### src/rtl/tmds_decoder.sv
`timescale 1ns/1ps
// ============================================================================
// tmds_decoder
// ----------------------------------------------------------------------------
// Single-channel TMDS receive decoder. Raw 10-bit words from a 1:10
// deserializer arrive unaligned; the decoder hunts for the symbol boundary by
// sliding a 10-bit view across two consecutive words until it sees a run of
// control tokens, then decodes each aligned symbol into a pixel byte, two
// control bits and a data-enable flag. One instance per colour channel.
//
// Parameters:
//   LOCK_COUNT   - consecutive control tokens needed to declare lock
//   HUNT_WINDOW  - cycles spent on one offset before bit-slipping
//                  (must exceed one video line)
//   LOSS_TIMEOUT - cycles without any control token before lock is dropped
//
// Ports:
//   pixclk   in   1  pixel clock, the only clock
//   rst      in   1  asynchronous active-low reset
//   tmds_i   in  10  raw deserialized word, bit 0 received first
//   data_o   out  8  decoded pixel byte
//   ctrl_o   out  2  decoded control bits {c1,c0}
//   de_o     out  1  1 = data symbol, 0 = control symbol
//   locked_o out  1  symbol alignment achieved
//   offset_o out  4  current bit-slip offset, 0..9
// ============================================================================
module tmds_decoder #(
    parameter int LOCK_COUNT   = 32,
    parameter int HUNT_WINDOW  = 1024,
    parameter int LOSS_TIMEOUT = 2048
) (
    input  logic       pixclk,
    input  logic       rst,
    input  logic [9:0] tmds_i,
    output logic [7:0] data_o,
    output logic [1:0] ctrl_o,
    output logic       de_o,
    output logic       locked_o,
    output logic [3:0] offset_o
);

    localparam int HIT_W  = $clog2(LOCK_COUNT + 1);
    localparam int WIN_W  = $clog2(HUNT_WINDOW + 1);
    localparam int LOSS_W = $clog2(LOSS_TIMEOUT + 1);

    localparam logic [HIT_W-1:0]  HIT_LAST  = HIT_W'(LOCK_COUNT - 1);
    localparam logic [WIN_W-1:0]  WIN_LAST  = WIN_W'(HUNT_WINDOW - 1);
    localparam logic [LOSS_W-1:0] LOSS_LAST = LOSS_W'(LOSS_TIMEOUT - 1);

    typedef enum logic {
        ST_HUNT,
        ST_LOCKED
    } state_t;

    state_t            state, state_n;
    logic [9:0]        prev;
    logic [3:0]        offset, offset_n;
    logic [HIT_W-1:0]  hit_cnt, hit_n;
    logic [WIN_W-1:0]  win_cnt, win_n;
    logic [LOSS_W-1:0] loss_cnt, loss_n;

    logic [19:0] window;
    logic [19:0] shifted;
    logic [9:0]  sym;
    logic        is_token;
    logic [1:0]  token_val;
    logic [7:0]  q;
    logic [7:0]  dec;
    logic [7:0]  data_n;
    logic [1:0]  ctrl_n;
    logic        de_n;

    // The previous word supplies the low half of the window, so a symbol that
    // straddles two deserializer words can be reassembled at any offset.
    assign window  = {tmds_i, prev};
    assign shifted = window >> offset;
    assign sym     = shifted[9:0];

    always_comb begin
        is_token  = 1'b1;
        token_val = 2'b00;
        case (sym)
            10'h354: token_val = 2'b00;
            10'h0AB: token_val = 2'b01;
            10'h154: token_val = 2'b10;
            10'h2AB: token_val = 2'b11;
            default: is_token  = 1'b0;
        endcase
    end

    // Undo the transmit-side DC balancing (bit 9) and then the XOR/XNOR
    // transition minimisation (bit 8). No disparity checking is done, so
    // invalid symbols simply decode as data.
    always_comb begin
        q      = sym[9] ? ~sym[7:0] : sym[7:0];
        dec    = '0;
        dec[0] = q[0];
        for (int i = 1; i < 8; i++) begin
            dec[i] = sym[8] ? (q[i] ^ q[i-1]) : ~(q[i] ^ q[i-1]);
        end
    end

    // Alignment FSM. While hunting, a full run of tokens locks; otherwise the
    // window expiry slips the offset by one bit. Lock takes priority over the
    // slip so a run that completes on the last window cycle is not thrown
    // away. Once locked, the offset is frozen until tokens stop arriving for
    // a full loss timeout.
    always_comb begin
        state_n  = state;
        offset_n = offset;
        hit_n    = hit_cnt;
        win_n    = win_cnt;
        loss_n   = loss_cnt;
        case (state)
            ST_HUNT: begin
                hit_n = is_token ? hit_cnt + 1'b1 : '0;
                if (is_token && (hit_cnt == HIT_LAST)) begin
                    state_n = ST_LOCKED;
                    loss_n  = '0;
                    hit_n   = '0;
                    win_n   = '0;
                end else if (win_cnt == WIN_LAST) begin
                    offset_n = (offset == 4'd9) ? 4'd0 : offset + 4'd1;
                    hit_n    = '0;
                    win_n    = '0;
                end else begin
                    win_n = win_cnt + 1'b1;
                end
            end
            ST_LOCKED: begin
                if (is_token) begin
                    loss_n = '0;
                end else if (loss_cnt == LOSS_LAST) begin
                    state_n = ST_HUNT;
                    hit_n   = '0;
                    win_n   = '0;
                end else begin
                    loss_n = loss_cnt + 1'b1;
                end
            end
            default: begin
                state_n = ST_HUNT;
            end
        endcase
    end

    // Output selection uses the state before the edge, so decoded symbols
    // appear one edge after locked_o rises. During data periods the control
    // bits keep the value of the last token (channel 0 sync levels persist).
    always_comb begin
        data_n = '0;
        ctrl_n = '0;
        de_n   = 1'b0;
        if (state == ST_LOCKED) begin
            if (is_token) begin
                ctrl_n = token_val;
            end else begin
                de_n   = 1'b1;
                data_n = dec;
                ctrl_n = ctrl_o;
            end
        end
    end

    // State, counters, the delayed word and the output register.
    always_ff @(posedge pixclk or negedge rst) begin
        if (!rst) begin
            state    <= ST_HUNT;
            prev     <= '0;
            offset   <= '0;
            hit_cnt  <= '0;
            win_cnt  <= '0;
            loss_cnt <= '0;
            data_o   <= '0;
            ctrl_o   <= '0;
            de_o     <= 1'b0;
        end else begin
            state    <= state_n;
            prev     <= tmds_i;
            offset   <= offset_n;
            hit_cnt  <= hit_n;
            win_cnt  <= win_n;
            loss_cnt <= loss_n;
            data_o   <= data_n;
            ctrl_o   <= ctrl_n;
            de_o     <= de_n;
        end
    end

    assign locked_o = (state == ST_LOCKED);
    assign offset_o = offset;

endmodule

### config.mk
export PLATFORM = sky130hd
export DESIGN_NAME = tmds_decoder
export DESIGN_NICKNAME = d
export VERILOG_FILES = /design/src/rtl/tmds_decoder.sv
export SDC_FILE = /design/constraint.sdc
export NUM_CORES = 1
export LEC_CHECK = 0
export ABC_AREA = 1
export ABC_CLOCK_PERIOD_IN_PS = 3000
export CORE_MARGIN = 4
export CORE_UTILIZATION = 52
export CTS_CLUSTER_DIAMETER = 40
export CTS_CLUSTER_SIZE = 30
export DETAILED_ROUTE_END_ITERATION = 6
export HOLD_SLACK_MARGIN = 0.05
export MAX_ROUTING_LAYER = met4
export PLACE_DENSITY = 0.71
export SLEW_MARGIN = 20
export SYNTH_ARGS = -nofsm -noshare
export SYNTH_HDL_FRONTEND = slang
export SYNTH_SLANG_ARGS = --single-unit
### constraint.sdc
create_clock -name pixclk -period 3 [get_ports pixclk]
set_input_delay 0.6 -clock pixclk [delete_from_list [all_inputs] [get_ports pixclk]]
set_output_delay 0.6 -clock pixclk [all_outputs]
set_load 0.05 [all_outputs]
---- Word level (Yosys, flattened, before mapping) ----
Index checks and enable logic that the tools add are counted.
operators by class
  $add $sub $neg .......................... 4
  equal/unequal tests ..................... 13
  shift-type cells ........................ 1
  muxes and demuxes ....................... 36
  bitwise logic cells ..................... 17
  reduce and logical (&&, ||, !) cells .... 5
operators by type and width
  cell                   number
  $mux 11                4
  $mux 12                3
  $mux 6                 5
  $mux 8                 3
  $pmux 12 s2            1
  $pmux 11 s2            1
  $eq 10x10->1 const B   2
  $shr 20x4->10          1
  $mux 1                 13
  $add 12x1->12 const B  1
  $eq 12x11->1 const B   1
  $pmux 6 s2             1
  $add 11x1->11 const B  1
  $eq 11x10->1 const B   1
  $eq 10x8->1 const B    1
  $eq 10x9->1 const B    1
  $not 1->1              9
  $not 8->8              1
  $xor 1x1->1            7
  $add 6x1->6 const B    1
  $eq 6x5->1 const B     1
  $pmux 2 s3             1
  $add 4x1->4 const B    1
  $eq 4x4->1 const B     1
  other kinds (10)       14
storage, ports and cells
  bits in registers ....................... 55
  bits of input ports ..................... 12
  output and inout port bits .............. 16
  logic and storage cells ................. 85

---- Depth between registers and ports, before layout ----
  word-level depth ........................ 8
  gate-level depth with buffers ........... 18
  gate-level depth less buffers ........... 16

---- Worst setup path after synthesis ----
No wires, ideal clock.
  path kind ............................... reg2reg
  from .................................... register offset[3] (netlist: offset_o[3])
  to ...................................... register win_cnt[6]
  setup time .............................. 0.119 ns
  arrival ................................. 2.284 ns
  data required time ...................... 2.881 ns
  setup slack ............................. 0.597 ns
  stages on the path, launching flop included .. 18
  path buffers ............................ 2
  clock period less this slack ............ 2.403 ns
  path through ............................ dfrtp_1 > buf_2 > inv_2 > nor2_4 > nand3_1 > nand2_1 > clkinv_1 > nand2_1 > nand2_1 > nor2_1 > nand3_2 > nand2_4 > nand2_4 > buf_6 > nand2_1 > nand2_1 > nand2_1 > nor2_1
on the way
  word-level cells in the longest chain between the ends .. 7
  elaborated cells on any way between the ends .. 12
  classes of those cells .................. eq/ne (5); shift (1); mux (3); reduce/logical (3)
RTL lines
  what                                        RTL line  RTL
  from (decl)                                 57        logic [3:0] offset, offset_n;
  from (signal assigned)                      180       offset <= offset_n;
  $shr 20x4->10 (*)                           76        assign shifted = window >> offset;
  $eq 10x10->1, or another cell as far along  82        case (sym)
  $reduce_or 4->1 (no line) (*)               -
  $mux 1 (*)                                  82
  $logic_and 1x1->1                           117       if (is_token && (hit_cnt == HIT_LAST)) begin
  $mux 11                                     117
  $pmux 11 s2                                 114       case (state)
  to (signal assigned)                        182       win_cnt <= win_n;
  to (decl)                                   59        logic [WIN_W-1:0] win_cnt, win_n;
Every way passes the cells marked *; elsewhere a longest branch is shown, timed or not.
A chain may end at the register's enable or synchronous reset.

---- Final worst setup path ----
  from .................................... register offset[3] (netlist: offset_o[3])
  to ...................................... register win_cnt[5]
Same word-level chain as after synthesis.

==> metrics <==
syn nets=approximately 560; Setup TNS=0 ps; # setup viols final=0; fin crit share=between 80% and 90%; DP Wirelength=slightly below 7000 um; flops & latches, synth=55; CTS tree=done; RSZ-0062 raised after global routing=false; yosys synthesis warning count=0; CTS root buf=clkbuf_8; sequential area share after synthesis=~36%; Avg WL per Cell=around 14 um; Synth area leaders=dfrtp_1, nand2_1, nand3_1, xor2_1, nor2_1; buffers added on ports=27; DRT antenna net count=0; syn_area_per_cell=roughly 7.0 um2; CTS Buf Count=5; leakage=slightly above 0.002 uW; H-tree depth=2; chip height=93.4 um; routed vias=3553; detailed-route DRC error count=0; clk buf depth=2; Max FO, Critical Path=19; Crit Path Class=flop to flop; # hold bufs at CTS=0; Worst-Margin Slew=602 ps; initial detailed-routing violation count=284; Netlist cell types=34; Layout Utilization=roughly three fifths; fin nets=580; max-slew violations=0; initial antenna violation count=0; GRT Total Usage=between 20% and 30%; Routed WL=about 9000 um; DR vias/cell=between 5 and 6; Critical Path AT=2830 ps; Max IR drop VDD=about 160 uV; CP Data Required Time=3220 ps; max cap viols=0; clock period minus worst slack=between 2000 and 3000 ps; power density over the cells=between 300 and 400 mW/mm2; Clock Latency Late Sink=about 330 ps; status=completed; worst clock skew=approximately 15 ps; fraction of layout cells with a size suffix above 1=10.6%; filler instances=686; Post-CTS Setup Bufs=0; die width=around 93 um; Cells after Synth=543; diode count=0; most frequent cells in the layout=nand2_1, nand3_1, dfrtp_1; post-synth design cell area=about 0.0038 mm2; Worst setup EP type=flop; global-route wire length before repair=between 15000 and 20000 um; Sink Count=55; cell taking the most area after synthesis=dfrtp_1; Die ar.=roughly 0.0087 mm2; area grow syn2layout=10.5%; vias in the first global route=roughly 3200; 1st-pass router iterations=5; fmax=383 MHz; gp weighted congestion=0.923; final hold vios=0; initial core utilization=a little over half; Core ar.=approximately 0.0069 mm2; Resize count post-CTS=0; I/O Pins=28; hold crit path type=input pin to async pin; Max-slew headroom=about three fifths; Setup crit start kind=flop; commonest non-fill, non-tap cell in the layout=nand2_1; number of cell rows=30; grt ovf=0; pin count of the biggest net entering global routing=24; Clock transition at path regs=between 100 and 150 ps; Synth top area share=between 30% and 40%
[stage by stage]
step / area [um2] / worst slack (ps) / total power [uW] / hold WS, ps / cells
4_1_cts: 4200 / 407 / 1350 / 174 / 662
6_report: 4200 / 388 / 1330 / 164 / 662
3_5_place_dp: 4100 / 75.4 / 885 / 474 / 654
2_1_floorplan: 3800 / 597 / 833 / 304 / 543
5_1_grt: 4200 / 116 / 1390 / 178 / 662
3_3_place_gp: 4100 / 103 / 883 / 472 / 654
[report_power, final]
part	leakage (uW)	switching (uW)	internal [uW]	total, uW
Clock	0.0000467	287	174	461
Combinational	0.00130	75.6	42.9	119
Sequential	0.000700	4.58	748	752
Total	0.00205	367	965	1330
[kinds of logic after synthesis]
kind of cell    share of synthesized area (%)
xor+xnor                                 4.85
fa+ha+maj                               0.989
simple gates                             45.6
flops                                    36.3
compound gates                           3.99
buf+inv                                  8.31
[worst paths after layout]
| path | start | end | slack, ps | depth (start not counted) |
|---|---|---|---|---|
| max | offset_o[3] | win_cnt[5] | 390 | 15 |
| min | rst | de_o | 160 | 1 |
| max reg2reg | offset_o[3] | win_cnt[5] | 390 | 15 |
| min reg2reg | win_cnt[9] | win_cnt[9] | 500 | 2 |
| max in group asynchronous | rst | win_cnt[5] | 2220 | 2 |
| min in group pixclk | win_cnt[9] | win_cnt[9] | 500 | 2 |
[sequential cells by signal (all words and copies together) (netlist names)]
| signal | cells |
|---|---|
| prev | 10 |
| ctrl_o | 2 |
| offset_o | 4 |
| hit_cnt | 6 |
| de_o | 1 |
| loss_cnt | 12 |
| data_o | 8 |
| win_cnt | 11 |
| locked_o | 1 |
[metal layers]
| layer | routed length, um | global-route usage (%) |
|---|---|---|
| met3 | 508 | 3.30 |
| met5 | 0 | - |
| met2 | 3990 | 32.9 |
| met1 | 4460 | 31.8 |
| met4 | 82 | 4.40 |
[worst max-delay path, cell delays in order (launching register included)]
cell,delay (ps)
dfrtp_1,530
inv_2,230
nor2_4,270
nand3_1,150
nand2_1,80
clkinv_1,90
nand2_1,190
nand2_1,80
nor2_1,170
nand3_1,110
nand2_2,140
inv_1,80
nand2_1,110
nand2_2,120
nand3_1,100
nand2_1,60
[cell usage after synthesis, drive strengths merged]
cell    number
a211oi       1
o21ai       13
nand3      119
nand2      183
inv         42
nor4         1
nor3        14
a21oi       11
xor2        18
dfrtp       55
buf         16
xnor2        3
a41oi        1
clkinv       2
ha           3
or2          2
clkbuf       5
nor3b        2
nand4        8
nor2        44
[cell type report]
type	count	area [um2]	area share [%]
Inverter	44	165	3.94
Sequential cell	55	1380	32.8
Clock buffer	5	68.8	1.64
Timing Repair Buffer	36	333	7.93
Clock inverter	3	27.5	0.656
Tap cell	96	120	2.86
Multi-Input combinational cell	423	2100	50.2
(Power assumes the default switching activity.)
